===== src/rtl/ntt_host_loader.sv =====
// ntt_host_loader: host-side driver for the Kyber NTT/INTT core.
// Streams N coefficients into the core input RAM as even/odd pairs, waits for
// the core to finish, then returns the N/2 result pairs as a stream.
//
// Handshakes: on s_*, a beat transfers on any clock edge where s_valid and
// s_ready are both high; s_ready never depends on s_valid in the same cycle.
// On m_*, m_valid marks a pair for exactly one cycle and there is no
// backpressure, so the consumer must take every pair as it appears.
module ntt_host_loader #(
  parameter int N       = 256,
  parameter int DW      = 16,
  parameter int AW      = 8,
  parameter int Q       = 3329,
  parameter int TIMEOUT = 4096
) (
  input  logic          clk,
  input  logic          rst,
  input  logic          cmd_go,
  input  logic          cmd_mode,
  input  logic          s_valid,
  input  logic [DW-1:0] s_data,
  output logic          s_ready,
  output logic          core_start,
  output logic          core_mode,
  output logic          core_we,
  output logic [AW-1:0] core_addr_a,
  output logic [AW-1:0] core_addr_b,
  output logic [DW-1:0] core_data_a,
  output logic [DW-1:0] core_data_b,
  input  logic          core_cal_done,
  input  logic [DW-1:0] core_data_out1,
  input  logic [DW-1:0] core_data_out2,
  output logic          m_valid,
  output logic [DW-1:0] m_data_a,
  output logic [DW-1:0] m_data_b,
  output logic [AW-2:0] m_index,
  output logic          busy,
  output logic          done,
  output logic          err_range,
  output logic          err_timeout
);

  localparam int PW = AW - 1;
  localparam int TW = $clog2(TIMEOUT);

  typedef enum logic [2:0] {
    S_IDLE      = 3'd0,
    S_LOAD      = 3'd1,
    S_WAIT_CORE = 3'd2,
    S_DRAIN     = 3'd3,
    S_DONE      = 3'd4
  } state_t;

  state_t        state_q, state_d;
  logic [AW-1:0] cnt_q, cnt_d;         // accepted beat index
  logic [PW-1:0] pcnt_q, pcnt_d;       // drained pair index
  logic [TW-1:0] tcnt_q, tcnt_d;       // cycles spent waiting for the core
  logic [DW-1:0] hold_q, hold_d;       // even coefficient awaiting its partner
  logic          cal_prev_q, cal_prev_d;
  logic          s_ready_q, s_ready_d;
  logic          core_start_q, core_start_d;
  logic          core_mode_q, core_mode_d;
  logic          core_we_q, core_we_d;
  logic [AW-1:0] core_addr_a_q, core_addr_a_d;
  logic [AW-1:0] core_addr_b_q, core_addr_b_d;
  logic [DW-1:0] core_data_a_q, core_data_a_d;
  logic [DW-1:0] core_data_b_q, core_data_b_d;
  logic          m_valid_q, m_valid_d;
  logic [DW-1:0] m_data_a_q, m_data_a_d;
  logic [DW-1:0] m_data_b_q, m_data_b_d;
  logic [PW-1:0] m_index_q, m_index_d;
  logic          busy_q, busy_d;
  logic          done_q, done_d;
  logic          err_range_q, err_range_d;
  logic          err_timeout_q, err_timeout_d;
  logic          cal_rise;

  assign cal_rise = core_cal_done & ~cal_prev_q;

  // Next-state and registered-output computation; pulses default low, the rest hold.
  always_comb begin
    state_d       = state_q;
    cnt_d         = cnt_q;
    pcnt_d        = pcnt_q;
    tcnt_d        = tcnt_q;
    hold_d        = hold_q;
    cal_prev_d    = core_cal_done;
    s_ready_d     = s_ready_q;
    core_start_d  = core_start_q;
    core_mode_d   = core_mode_q;
    core_we_d     = 1'b0;
    core_addr_a_d = core_addr_a_q;
    core_addr_b_d = core_addr_b_q;
    core_data_a_d = core_data_a_q;
    core_data_b_d = core_data_b_q;
    m_valid_d     = 1'b0;
    m_data_a_d    = m_data_a_q;
    m_data_b_d    = m_data_b_q;
    m_index_d     = m_index_q;
    done_d        = 1'b0;
    err_range_d   = err_range_q;
    err_timeout_d = err_timeout_q;
    case (state_q)
      S_IDLE: begin
        if (cmd_go) begin
          state_d       = S_LOAD;
          core_mode_d   = cmd_mode;
          err_range_d   = 1'b0;
          err_timeout_d = 1'b0;
          cnt_d         = '0;
          pcnt_d        = '0;
          tcnt_d        = '0;
          core_start_d  = 1'b1;
          s_ready_d     = 1'b1;
        end
      end
      S_LOAD: begin
        if (s_ready_q) begin
          if (s_valid) begin
            if (s_data >= DW'(Q)) err_range_d = 1'b1;
            if (cnt_q[0] == 1'b0) begin
              hold_d = s_data;
            end else begin
              core_we_d     = 1'b1;
              core_addr_a_d = {cnt_q[AW-1:1], 1'b0};
              core_addr_b_d = cnt_q;
              core_data_a_d = hold_q;
              core_data_b_d = s_data;
            end
            if (cnt_q == AW'(N - 1)) s_ready_d = 1'b0;
            cnt_d = cnt_q + AW'(1);
          end
        end else begin
          // One tail cycle after the last beat lets the final write land
          // while core_start is still high.
          state_d      = S_WAIT_CORE;
          core_start_d = 1'b0;
          tcnt_d       = '0;
        end
      end
      S_WAIT_CORE: begin
        if (cal_rise) begin
          m_valid_d  = 1'b1;
          m_data_a_d = core_data_out1;
          m_data_b_d = core_data_out2;
          m_index_d  = '0;
          pcnt_d     = PW'(1);
          state_d    = S_DRAIN;
        end else if (tcnt_q == TW'(TIMEOUT - 1)) begin
          err_timeout_d = 1'b1;
          done_d        = 1'b1;
          state_d       = S_IDLE;
        end else begin
          tcnt_d = tcnt_q + TW'(1);
        end
      end
      S_DRAIN: begin
        m_valid_d  = 1'b1;
        m_data_a_d = core_data_out1;
        m_data_b_d = core_data_out2;
        m_index_d  = pcnt_q;
        pcnt_d     = pcnt_q + PW'(1);
        if (pcnt_q == PW'(N / 2 - 1)) begin
          state_d = S_DONE;
          done_d  = 1'b1;
        end
      end
      S_DONE: begin
        state_d = S_IDLE;
      end
      default: begin
        state_d = S_IDLE;
      end
    endcase
    busy_d = (state_d != S_IDLE);
  end

  // State and output registers; reset clears everything asynchronously.
  always_ff @(posedge clk or posedge rst) begin
    if (rst) begin
      state_q       <= S_IDLE;
      cnt_q         <= '0;
      pcnt_q        <= '0;
      tcnt_q        <= '0;
      hold_q        <= '0;
      cal_prev_q    <= 1'b0;
      s_ready_q     <= 1'b0;
      core_start_q  <= 1'b0;
      core_mode_q   <= 1'b0;
      core_we_q     <= 1'b0;
      core_addr_a_q <= '0;
      core_addr_b_q <= '0;
      core_data_a_q <= '0;
      core_data_b_q <= '0;
      m_valid_q     <= 1'b0;
      m_data_a_q    <= '0;
      m_data_b_q    <= '0;
      m_index_q     <= '0;
      busy_q        <= 1'b0;
      done_q        <= 1'b0;
      err_range_q   <= 1'b0;
      err_timeout_q <= 1'b0;
    end else begin
      state_q       <= state_d;
      cnt_q         <= cnt_d;
      pcnt_q        <= pcnt_d;
      tcnt_q        <= tcnt_d;
      hold_q        <= hold_d;
      cal_prev_q    <= cal_prev_d;
      s_ready_q     <= s_ready_d;
      core_start_q  <= core_start_d;
      core_mode_q   <= core_mode_d;
      core_we_q     <= core_we_d;
      core_addr_a_q <= core_addr_a_d;
      core_addr_b_q <= core_addr_b_d;
      core_data_a_q <= core_data_a_d;
      core_data_b_q <= core_data_b_d;
      m_valid_q     <= m_valid_d;
      m_data_a_q    <= m_data_a_d;
      m_data_b_q    <= m_data_b_d;
      m_index_q     <= m_index_d;
      busy_q        <= busy_d;
      done_q        <= done_d;
      err_range_q   <= err_range_d;
      err_timeout_q <= err_timeout_d;
    end
  end

  assign s_ready     = s_ready_q;
  assign core_start  = core_start_q;
  assign core_mode   = core_mode_q;
  assign core_we     = core_we_q;
  assign core_addr_a = core_addr_a_q;
  assign core_addr_b = core_addr_b_q;
  assign core_data_a = core_data_a_q;
  assign core_data_b = core_data_b_q;
  assign m_valid     = m_valid_q;
  assign m_data_a    = m_data_a_q;
  assign m_data_b    = m_data_b_q;
  assign m_index     = m_index_q;
  assign busy        = busy_q;
  assign done        = done_q;
  assign err_range   = err_range_q;
  assign err_timeout = err_timeout_q;

endmodule


===== config.mk =====
export PLATFORM = sky130hd
export DESIGN_NAME = ntt_host_loader
export DESIGN_NICKNAME = d
export VERILOG_FILES = /design/src/rtl/ntt_host_loader.sv
export SDC_FILE = /design/constraint.sdc
export NUM_CORES = 1
export LEC_CHECK = 0
export BUFFER_PORTS_ARGS = -buffer_cell sky130_fd_sc_hd__buf_4
export CAP_MARGIN = 20
export CORE_AREA = 5 5 118 120
export DETAILED_ROUTE_END_ITERATION = 10
export DIE_AREA = 0 0 123 125
export PLACE_DENSITY = 0.69
export SLEW_MARGIN = 20
export SYNTH_ARGS = -nofsm -noshare
export SYNTH_HDL_FRONTEND = slang
export SYNTH_SLANG_ARGS = --single-unit

===== constraint.sdc =====
create_clock -name clk -period 5.6 [get_ports clk]
set_input_delay 1.12 -clock clk [delete_from_list [all_inputs] [get_ports clk]]
set_output_delay 1.12 -clock clk [all_outputs]
set_load 0.02 [all_outputs]

Yosys cells after proc, flatten, opt, wreduce, memory -nomap -nowiden. Cells that the tools add are included.

Output and inout bits: 96. Bits of input ports: 54. Logic and storage cells: 111. Flip-flop bits (word level): 142.

Bitwise gates (word level): 3. Order comparisons: 1. Muxes and demuxes: 49. Equal/unequal tests: 15. Add/sub/neg operators: 3. Reductions and logical operators: 18.

Operators by type and width (number): case mux 16 bit (2 select lines) (2); 2-to-1 mux 12 bit (4); case mux 12 bit (3 select lines) (1); 2-to-1 mux 16 bit (2); 2-to-1 mux 8 bit (3); 2-to-1 mux 7 bit (3); case mux 7 bit (3 select lines) (1); 2-to-1 mux 1 bit (19); inequality test 2 bit, second input constant (9); greater-or-equal comparator 16 x 12 -> 1 bit, second input constant (1); case mux 8 bit (2 select lines) (1); AND reduction 4 bit (4); 2-to-1 mux 3 bit (5); case mux 7 bit (2 select lines) (1); adder 12 x 1 -> 12 bit, second input constant (1); equality test 12 bit, second input constant (1); case mux 1 bit (2 select lines) (6); case mux 3 bit (4 select lines) (1); AND reduction 5 bit (2); nonzero test 3 bit (3); adder 8 x 1 -> 8 bit, second input constant (1); equality test 8 bit, second input constant (1); adder 7 x 1 -> 7 bit, second input constant (1); equality test 7 bit, second input constant (1); 8 further kinds (15).

Longest topological paths before layout.
Depth in word-level cells: 5. Gate-level depth with buffers: 7. Gate-level depth less buffers: 6.

Worst setup path after synthesis. No wires, ideal clock.

Path kind: input-to-reg. Start: input core_cal_done. End: register tcnt_q[5]. Setup slack: 3.206 ns. Library setup time: 0.133 ns. Stages on the path: 6. Arrival: 2.261 ns. Path buffers: 1. Data required time: 5.467 ns. Path through: and3b_1 o32a_2 buf_6 nor4_4 xnor2_1 nor2_2.

Word-level cells in the longest chain between the ends: 3.

RTL lines: from (decl) (line 30) `input logic core_cal_done,`; AND 1 bit (line 78) `assign cal_rise = core_cal_done & ~cal_prev_q;`; inequality test 2 bit (no line); AND reduction 5 bit (no line); to (signal assigned) (line 207) `tcnt_q <= tcnt_d;`; to (decl) (line 57) `logic [TW-1:0] tcnt_q, tcnt_d;`.

Every way passes these cells. A chain may end at the register's enable or synchronous reset.

Worst setup path after layout.
Start: input s_valid. End: register cnt_q[7].

Word-level cells in the longest chain between the ends: 2.

RTL lines: from (decl) (line 20) `input logic s_valid,`; inequality test 2 bit (no line); AND reduction 4 bit (no line); to (signal assigned) (line 205) `cnt_q <= cnt_d;`; to (decl) (line 55) `logic [AW-1:0] cnt_q, cnt_d;`.

Every way passes these cells.

==> flow_metrics.env <==
export IMPL_gp_congestion=0.7919
export IMPL_post_layout_total_power_mw=4.331
export IMPL_wire_per_inst_um=14.56
export IMPL_die_area_mm2=0.01538
export IMPL_clockBufferDepth=2
export IMPL_worst_slew_pin_slew_ps=853.9
export IMPL_crit_fanout=43
export IMPL_p_per_area_mw_per_mm2=579.7
export IMPL_grt_pass1_vias=4553
export IMPL_io_buffers=148
export IMPL_ir_worst_vdd_uv=292.7
export IMPL_p_leak_nw=3.864
export IMPL_synth_seq_area_share_pct=60.35
export IMPL_placed_cells=867
export IMPL_syn2layout_area_growth_pct=33.46
export IMPL_synth_async_reset_ratio_pct=100.0
export IMPL_drtIter0Drc=296
export IMPL_cts_root_buf="clkbuf_16"
export IMPL_track_usage_pct=18.02
export IMPL_status="completed"
export IMPL_hpwlAfterDp_mm=8.924
export IMPL_drive_gt1_share_pct=29.92
export IMPL_grt_pass1_wl_mm=22.20
export IMPL_nFillCells=1118
export IMPL_setup_tns_ps=0
export IMPL_final_cell_mix="nand2_1, buf_4, dfrtp_1"
export IMPL_clk_latency_ps=410
export IMPL_end_kind="register"
export IMPL_report_final_hold_viol_count=0
export IMPL_critPathKind="primary input to register"
export IMPL_netlist_area_mm2=0.005598
export IMPL_overflow=0
export IMPL_n_antenna_cell=0
export IMPL_ant_nets=0
export IMPL_start_kind="primary input"
export IMPL_mostFrequentLayoutCell="nand2_1"
export IMPL_dr_pass1_iters=4
export IMPL_antenna_found_initial=0
export IMPL_reg2reg_slack_ps=3240
export IMPL_cts_tree="built"
export IMPL_post_cts_buffers=0
export IMPL_ios=150
export IMPL_synthCells=567
export IMPL_syn_avg_cell_area_um2=9.873
export IMPL_nNetsFinal=767
export IMPL_synth_edf_count=0
export IMPL_h_tree_depth=4
export IMPL_holdBufCountCts=0
export IMPL_viasPerCell=4.859
export IMPL_clk_pin_slew_worst_paths_ps=60
export IMPL_final_min_clock_period_ps=2496
export IMPL_die_w_um=123
export IMPL_relSlewSlack_pct=42.89
export IMPL_clock_skew_ps=14.45
export IMPL_wl_mm=13.08
export IMPL_initial_core_util_pct=43.48
export IMPL_synth_seq_cells=135
export IMPL_rsz0062_at_grt="no"
export IMPL_hp_class="register to register"
export IMPL_die_h_um=125
export IMPL_fmax_ghz=0.4007
export IMPL_required_ps=5900
export IMPL_core_mm2=0.01287
export IMPL_clock_sinks=135
export IMPL_cts_resized=0
export IMPL_final_cell_count_no_fill=898
export IMPL_cts_buffers=17
export IMPL_num_rows=42
export IMPL_drv_slew=0
export IMPL_grt_max_degree=90
export IMPL_synth_flop_cell="dfrtp_1"
export IMPL_ys_warn_count=0
export IMPL_ys_types=48
export IMPL_num_vias=4363
export IMPL_arrival_ps=2800
export IMPL_synth_nets=624
export IMPL_drv_cap=0
export IMPL_setup_viol=0
export IMPL_period_share_pct=44.56
export IMPL_drc=0
## Yosys cell counts, types with 2 or more instances
| master | count | area share, % |
|---|---|---|
| nor4_4 | 3 | 1.1 |
| a21oi_1 | 4 | 0.36 |
| and3_1 | 4 | 0.45 |
| clkinv_1 | 2 | 0.13 |
| nor4_1 | 3 | 0.34 |
| o22ai_1 | 2 | 0.22 |
| or3_1 | 2 | 0.22 |
| clkbuf_1 | 17 | 1.1 |
| mux2_2 | 18 | 3.6 |
| nand2b_1 | 2 | 0.22 |
| nand3b_1 | 2 | 0.27 |
| dfrtp_1 | 135 | 60 |
| xnor2_1 | 8 | 1.3 |
| nand3_1 | 11 | 0.98 |
| inv_1 | 3 | 0.20 |
| or4_1 | 2 | 0.27 |
| nand2_1 | 235 | 16 |
| or2_2 | 3 | 0.34 |
| buf_6 | 2 | 0.40 |
| buf_4 | 8 | 1.1 |
| a22o_1 | 10 | 1.6 |
| xor2_1 | 6 | 0.94 |
| o21ai_0 | 14 | 1.3 |
| nor2b_1 | 3 | 0.34 |
| nor3_1 | 5 | 0.45 |
| nand4_1 | 7 | 0.78 |
| a21o_1 | 2 | 0.27 |
| nor2_1 | 29 | 1.9 |
| ha_1 | 3 | 0.67 |
| a31oi_1 | 3 | 0.34 |
| buf_2 | 2 | 0.18 |
## flip-flops by register name, indices dropped and copies added (netlist names), 8 cells and up
name         flops
tcnt_q          12
m_data_a        16
hold_q          16
core_data_a     16
m_data_b        16
cnt_q            8
core_data_b     16
## metrics by stage
stage               hold WS, ps  utilization [%]  setup WS [ps]  cell area [um2]
floorplan                 434.8                -          868.9             5598
global placement          443.6            53.04           2759             6829
detailed placement        449.0            53.04           2712             6829
CTS                       466.1            58.03           3138             7471
global route              479.5            58.03           2995             7471
finish                    462.8            58.03           3104             7471
## critical path: stages
cell and delay [ps]:
buf_4 90, nand4_1 80, or3_1 310, buf_4 270
clkinv_1 90, buf_4 390, nand4_1 170, xor2_1 170
nor2_1 60
## report_power, final
group	internal, mW	leakage [nW]	switching, mW
clock	0.801	0.314	0.408
sequential	1.33	1.73	0.228
combinational	0.634	1.82	0.928
total	2.77	3.86	1.56
## per-layer routing
metal  vias up  global-route usage, %  share of wire (%)
met5         -                      0                  0
met3         5                  5.149                5.2
met1      2133                  23.65                 44
met4         0                  5.863               0.87
li1       2121                      -                  -
met2       104                  28.88                 50
## logic make-up (layout without fill, tap and decap cells)
group | after synthesis | in the layout | share of synthesized area (%)
muxes | 18 | 18 | 3.621
AOI/OAI and AO/OA | 40 | 40 | 4.738
xor gates and xnor gates | 14 | 14 | 2.190
buffers and inverters | 35 | 190 | 3.196
DFF | 135 | 135 | 60.35
other | 1 | 1 | 0.06699
and+or+nand+nor | 321 | 321 | 25.17
adders and majority gates | 3 | 3 | 0.6706
## final timing paths
check,endpoint,depth (start not counted),from
worst max-delay path,cnt_q[7],9,s_valid
worst min-delay path,core_data_a[0],2,hold_q[0]
worst max register to register,hold_q[11],3,state_q[0]
worst min register to register,core_data_a[0],2,hold_q[0]
max in group asynchronous,core_data_b[8],3,rst
min in group asynchronous,m_data_a[13],2,rst
## cell type report
type,count,area [um2],area share [%]
clock buffers,19,442.9,5.929
clock inverters,12,198.9,2.663
inverters,5,23.77,0.3182
multi-input cells,397,2051,27.45
flip-flops and latches,135,3378,45.22
well taps,176,220.2,2.948
repair buffers,154,1156,15.47
Note: power is estimated with default switching activity, not from simulation.
